$ cat config.mk
export PLATFORM = sky130hd
export DESIGN_NAME = adc_capture_ctrl
export DESIGN_NICKNAME = d
export VERILOG_FILES = /design/src/rtl/adc_capture_ctrl.sv
export SDC_FILE = /design/constraint.sdc
export NUM_CORES = 1
export LEC_CHECK = 0
export ABC_CLOCK_PERIOD_IN_PS = 3000
export BUFFER_PORTS_ARGS = -buffer_cell sky130_fd_sc_hd__buf_4
export CORE_UTILIZATION = 51
export DETAILED_ROUTE_END_ITERATION = 7
export PLACE_DENSITY = 0.76
export SKIP_CTS_REPAIR_TIMING = 1
export SYNTH_ARGS = -nofsm -noshare
export SYNTH_HDL_FRONTEND = slang
export SYNTH_SLANG_ARGS = --single-unit
$ cat constraint.sdc
create_clock -name clk_i -period 3 [get_ports clk_i]
set_clock_uncertainty 0.15 [all_clocks]
set_input_delay 0.3 -clock clk_i [delete_from_list [all_inputs] [get_ports clk_i]]
set_output_delay 0.3 -clock clk_i [all_outputs]
set_load 0.1 [all_outputs]
$ cat src/rtl/adc_capture_ctrl.sv
// Capture/drain sequencer for the ADC sample FIFO: fills the FIFO with a
// programmed number of samples, then hands words out one at a time over valid/ready.
module adc_capture_ctrl #(
    parameter int DEPTH = 1024,
    parameter int CNT_W = 11
) (
    input  logic             clk_i,
    input  logic             rst_i,
    input  logic             start_i,
    input  logic             abort_i,
    input  logic [CNT_W-1:0] n_samples_i,
    input  logic             adc_ready_i,
    input  logic             fifo_full_i,
    input  logic             fifo_empty_i,
    input  logic             out_ready_i,
    output logic             wr_en_o,
    output logic             rd_en_o,
    output logic             fifo_rst_o,
    output logic             valid_o,
    output logic             busy_o,
    output logic             done_o,
    output logic             overflow_o,
    output logic [CNT_W-1:0] count_o
);

    typedef enum logic [2:0] {
        IDLE, CLEAR, CAPTURE, RD, RWAIT, PRESENT, DONE
    } state_t;

    localparam logic [CNT_W-1:0] DEPTH_C = CNT_W'(DEPTH);
    localparam logic [CNT_W-1:0] ONE_C   = CNT_W'(1);

    state_t           state, state_nxt;
    logic [CNT_W-1:0] len, remaining, count, count_inc;
    logic             sample_hit, start_ok, abort_ok, leave_capture;
    logic             abort_rst_q, done_q, overflow_q;

    function automatic logic [CNT_W-1:0] clamp_len(input logic [CNT_W-1:0] n);
        return (n > DEPTH_C) ? DEPTH_C : n;
    endfunction

    always_ff @(posedge clk_i) begin
        if (rst_i) begin
            state <= IDLE;
        end else begin
            state <= state_nxt;
        end
    end

    always_comb begin
        state_nxt  = state;
        wr_en_o    = 1'b0;
        rd_en_o    = 1'b0;
        start_ok   = (state == IDLE) && start_i;
        abort_ok   = (state != IDLE) && abort_i;
        count_inc  = count + ONE_C;
        sample_hit = (state == CAPTURE) && adc_ready_i && !fifo_full_i && !abort_i;
        case (state)
            IDLE: begin
                if (start_i) begin
                    state_nxt = (n_samples_i == '0) ? DONE : CLEAR;
                end
            end
            CLEAR: state_nxt = CAPTURE;
            CAPTURE: begin
                wr_en_o = 1'b1;
                if (fifo_full_i) begin
                    state_nxt = RD;
                end else if (adc_ready_i && (count_inc == len)) begin
                    state_nxt = RD;
                end
            end
            RD: begin
                // remaining==0 covers a FIFO that reported full before any sample landed
                if (fifo_empty_i || (remaining == '0)) begin
                    state_nxt = DONE;
                end else begin
                    rd_en_o   = 1'b1;
                    state_nxt = RWAIT;
                end
            end
            RWAIT: state_nxt = PRESENT;
            PRESENT: begin
                if (out_ready_i) begin
                    state_nxt = (remaining == ONE_C) ? DONE : RD;
                end
            end
            DONE: state_nxt = IDLE;
            default: state_nxt = IDLE;
        endcase
        if (abort_ok) begin
            state_nxt = IDLE;
            wr_en_o   = 1'b0;
            rd_en_o   = 1'b0;
        end
        leave_capture = (state == CAPTURE) && (state_nxt == RD);
    end

    always_ff @(posedge clk_i) begin
        if (rst_i) begin
            count       <= '0;
            overflow_q  <= 1'b0;
            abort_rst_q <= 1'b0;
            done_q      <= 1'b0;
        end else begin
            abort_rst_q <= abort_ok;
            done_q      <= (state == DONE) && !abort_i;
            if (start_ok) begin
                count      <= '0;
                overflow_q <= 1'b0;
            end else begin
                if (sample_hit) begin
                    count <= count_inc;
                end
                if (leave_capture && fifo_full_i) begin
                    overflow_q <= 1'b1;
                end
            end
        end
    end

    // Length and drain counter only matter once a run is underway
    always_ff @(posedge clk_i) begin
        if (start_ok) begin
            len <= clamp_len(n_samples_i);
        end
        if (leave_capture) begin
            remaining <= sample_hit ? count_inc : count;
        end else if ((state == PRESENT) && out_ready_i && !abort_i) begin
            remaining <= remaining - ONE_C;
        end
    end

    assign fifo_rst_o = (state == CLEAR) || abort_rst_q;
    assign valid_o    = (state == PRESENT);
    assign busy_o     = (state != IDLE);
    assign done_o     = done_q;
    assign overflow_o = overflow_q;
    assign count_o    = count;

endmodule

-- After elaboration in Yosys (flattened, before gate mapping)
Cells that the tools add are included.
- add/subtract/negate cells: 2
- multiply operators: 0
- divide/modulo/power cells: 0
- order comparisons: 1
- equality and inequality tests: 9
- shift operators: 0
- muxes and demuxes: 17
- bitwise gates (word level): 0
- reduce and logical (&&, ||, !) cells: 21
- operators by type and width (cell ; number):
    $mux W11 ; 3
    $logic_not A11 Y1 ; 2
    $mux W3 ; 7
    $pmux W3 S6 ; 1
    $add A11 B1 Y11 const B ; 1
    $eq A11 B1 Y1 const B ; 1
    $eq A11 B11 Y1 ; 1
    $gt A11 B11 Y1 const B ; 1
    $logic_and A1 B1 Y1 ; 11
    $sub A11 B1 Y11 const B ; 1
    $eq A3 B2 Y1 const B ; 3
    $eq A3 B3 Y1 const B ; 3
    $mux W1 ; 5
    $eq A3 B1 Y1 const B ; 1
    $logic_not A3 Y1 ; 1
    $reduce_bool A3 Y1 ; 1
    $logic_not A1 Y1 ; 2
    $logic_or A1 B1 Y1 ; 2
    $mux W2 ; 1
    $reduce_bool A2 Y1 ; 1
    $reduce_or A2 Y1 ; 1
- register bits after elaboration: 39
- bits in latches: 0
- bits in writable memories: 0
- ROM bits: 0
- bits of input ports: 19
- output and inout port bits: 18
- memories kept: 0

-- Logic depth before layout (Yosys ltp)
- depth in word-level cells: 10
- mapped depth: 8

-- Worst setup path after synthesis
OpenSTA, ideal clock, no wires.
- kind: flip-flop to output port
- start: reg remaining[0]
- end: out rd_en_o
- arrival: 3.974 ns
- path slack: -1.424 ns
- cell stages (with the launch flop): 6
- cells stage by stage: edfxtp_1 -> inv_1 -> ha_1 -> nand3_1 -> o21ai_0 -> nor4b_1
- word-level cells in the longest chain between the ends: 5
- ends and longest elaborated chain (element ; RTL line ; text):
    from (decl) ; 34 ; logic [CNT_W-1:0] len, remaining, count, count_inc;
    from (signal assigned) ; 128 ; remaining <= sample_hit ? count_inc : count;
    from (signal assigned) ; 130 ; remaining <= remaining - ONE_C;
    $logic_not A11 Y1 ; 75 ; if (fifo_empty_i || (remaining == '0)) begin
    $logic_or A1 B1 Y1 ; 75 ;
    $mux W1 ; 75 ;
    $mux W1 ; 58 ; case (state)
    $mux W1 ; 91 ; if (abort_ok) begin
    to (decl) ; 17 ; output logic rd_en_o,
Every way passes these cells.

-- Worst setup path in the final report
- start: reg remaining[4]
- end: out rd_en_o
The elaborated chain is that of the path after synthesis.

==> results.cfg <==
[outcome]
status = complete, but fails checks
violations = design-rule violations

[detailed_routing]
drt_iter0_drc = 192
route.detailed.drc = 4
firstDrtPassIters = 6
via_per_inst = 5.92
drt_wl_total_um = 5390
avgRoutedWirePerCell_um = 15.7
postRouteAntennaNets = 0
vias = 2037

[sta]
setup_ws_ns = 0.180
fmaxAchievable_ghz = 0.355
drv_slew = 0
rsz0062_at_grt = false
period_minus_slack_ns = 2.82
holdWs_ns = 0.0229
slew_headroom_pct = 65.3
fin_crit_sh_pct = 94.0
setup_viol = 0
finalHoldViolations = 0
fin_setup_tns_ns = 0
tightest_slew_ns = 0.521

[critical_path]
rr_worst_depth = 9
rrSetupSlack_ns = 0.18
path_class = reg -> out
worstSetupEndpointType = output port
worstPathMaxFanout = 5
worstPathRequired_ns = 2.55
worstPathArrival_ns = 2.37
crit_path_start_kind = register
r2r-end = remaining[5]
reg2reg_from = count_o[0]

[final_layout]
drive_above_1_share_pct = 26.0
syn_to_final_growth_pct = 20.5
num_antenna_cells = 0
final_area_sq_mm = 0.00291
final_nets = 313
fin_util_pct = 65.5
fillCellCount = 373

[die]
die_h_um = 70.8
die_w_um = 70.8
initial_core_util_pct = 54.4
std_cell_rows = 24
io_pins = 37
fp.coreArea_sq_mm = 0.00444
dieArea_sq_mm = 0.00502

[worst_hold_path]
min_path_cells = 2
min_from = rst_i
whs_endpoint = abort_rst_q
hold_path.class = in -> reg

[clocking]
clock-sinks = 39
clock_tree.buffer_depth = 2
cts-root-buf = clkbuf_8
clk_latency_ns = 0.30
cts.clk_slew.worst_paths_ns = 0.08
cts_tree = done
cts-buffers-inserted = 5
cts_max_level = 2

[global_route]
grt_pass1_wl_um = 9150
grt.total_usage_pct = 23.5
antenna_found_initial = 0
grt_max_degree = 15
grt_pass1_vias = 1922
grt-ovfl-total = 0

[synth]
synth_top_cells_by_count = edfxtp_1, nor2_1, nor2b_1, xnor2_1, dfxtp_1
synthFlopType = edfxtp_1
async_flop_share_pct = 0
syn-num-nets = 277
synth_warnings = 0
synth_area_leaders = edfxtp_1, dfxtp_1, xnor2_1
ys_seq_elements = 39
syn_area_per_cell_sq_um = 9.48
ys_types = 55
synth_edf_count = 22
synth_cells = 255
ys_seq_area_share_pct = 41.4
yosys.area.top_type = edfxtp_1
synth_top_area_share_pct = 27.3
synth_area_sq_mm = 0.00242
yosysMostFrequentCell = edfxtp_1

[placement]
dp_hpwl_um = 4140
place_ws_ns = 0.0964
portBuffers = 36
gp_congestion = 0.906
dpl_cell_area_sq_mm = 0.00280

[power_and_ir_drop]
power.leakage_nw = 1.04
irDropWorstVdd_mv = 0.271
p_per_area_mw_per_mm2 = 413

[job]
drv_cap = 0
-- flip-flops by register name (all words and copies together) (netlist names) --
| signal | count |
|---|---|
| count_o | 11 |
| len | 11 |
| remaining | 11 |
| state | 3 |
| abort_rst_q | 1 |
| done_o | 1 |
| overflow_o | 1 |
-- power breakdown --
part | total, mW | switching (mW) | internal (mW)
combinational | 0.247 | 0.156 | 0.0903
sequential | 0.610 | 0.0196 | 0.590
clock | 0.346 | 0.184 | 0.162
total | 1.20 | 0.360 | 0.843
-- kinds of logic after synthesis --
family	share of synthesized area, %
simple gates	25.9
xor+xnor	10.1
buf+inv	4.19
flops	41.4
fa+ha+maj	1.55
mux	1.66
compound gates	15.2
-- worst max-delay path, cell delays in order, from the launching register on --
cell and delay, ns:
edfxtp_1 0.46, or4_1 0.61, nor3_2 0.26, nand3_1 0.19, o21ai_1 0.25, nor4b_2 0.07, buf_4 0.24
-- area by class of cell --
class	instances	area, sq um	area share (%)
Clock inverter	2	12.5	0.430
Tap cell	52	65.1	2.23
Multi-Input combinational cell	194	1360	46.8
Inverter	9	35.0	1.20
Clock buffer	6	72.6	2.49
Timing Repair Buffer	42	328	11.3
Sequential cell	39	1040	35.6
-- per-stage QoR --
| stage | power, mW | std cells |
|---|---|---|
| 6_report | 1.20 | 344 |
| 5_1_grt | 1.25 | 344 |
| 4_1_cts | 1.21 | 343 |
| 3_5_place_dp | 0.866 | 335 |
| 3_3_place_gp | 0.865 | 335 |
| 2_1_floorplan | 0.802 | 255 |
-- worst max-delay path by stage --
stage | from | end | slack (ns) | cells past startpoint
floorplan | count_o[1] | remaining[0] | -0.04 | 8
global placement | count_o[0] | remaining[9] | 0.16 | 8
detailed placement | count_o[0] | remaining[2] | 0.1 | 8
CTS | remaining[4] | rd_en_o | -0.04 | 6
global route | count_o[0] | remaining[4] | 0.004 | 9
finish | remaining[4] | rd_en_o | 0.18 | 6
-- layer usage --
metal	routed length (um)	track usage [%]	up-vias
met2	2610	37.6	50
met5	0	0	-
met1	2480	32.4	970
met4	57	6.89	0
met3	243	4.70	6
li1	-	-	1011
-- placed cells by master (no fill, tap or decap), types with 7 or more instances in the layout --
master	count
inv_1	8
a22oi_1	7
nand3_1	9
xor2_1	10
nand2_1	10
dfxtp_4	9
edfxtp_1	22
buf_4	41
nor3_1	7
nor2b_1	21
nor2_1	21
xnor2_1	18
(Power assumes the default switching activity.)
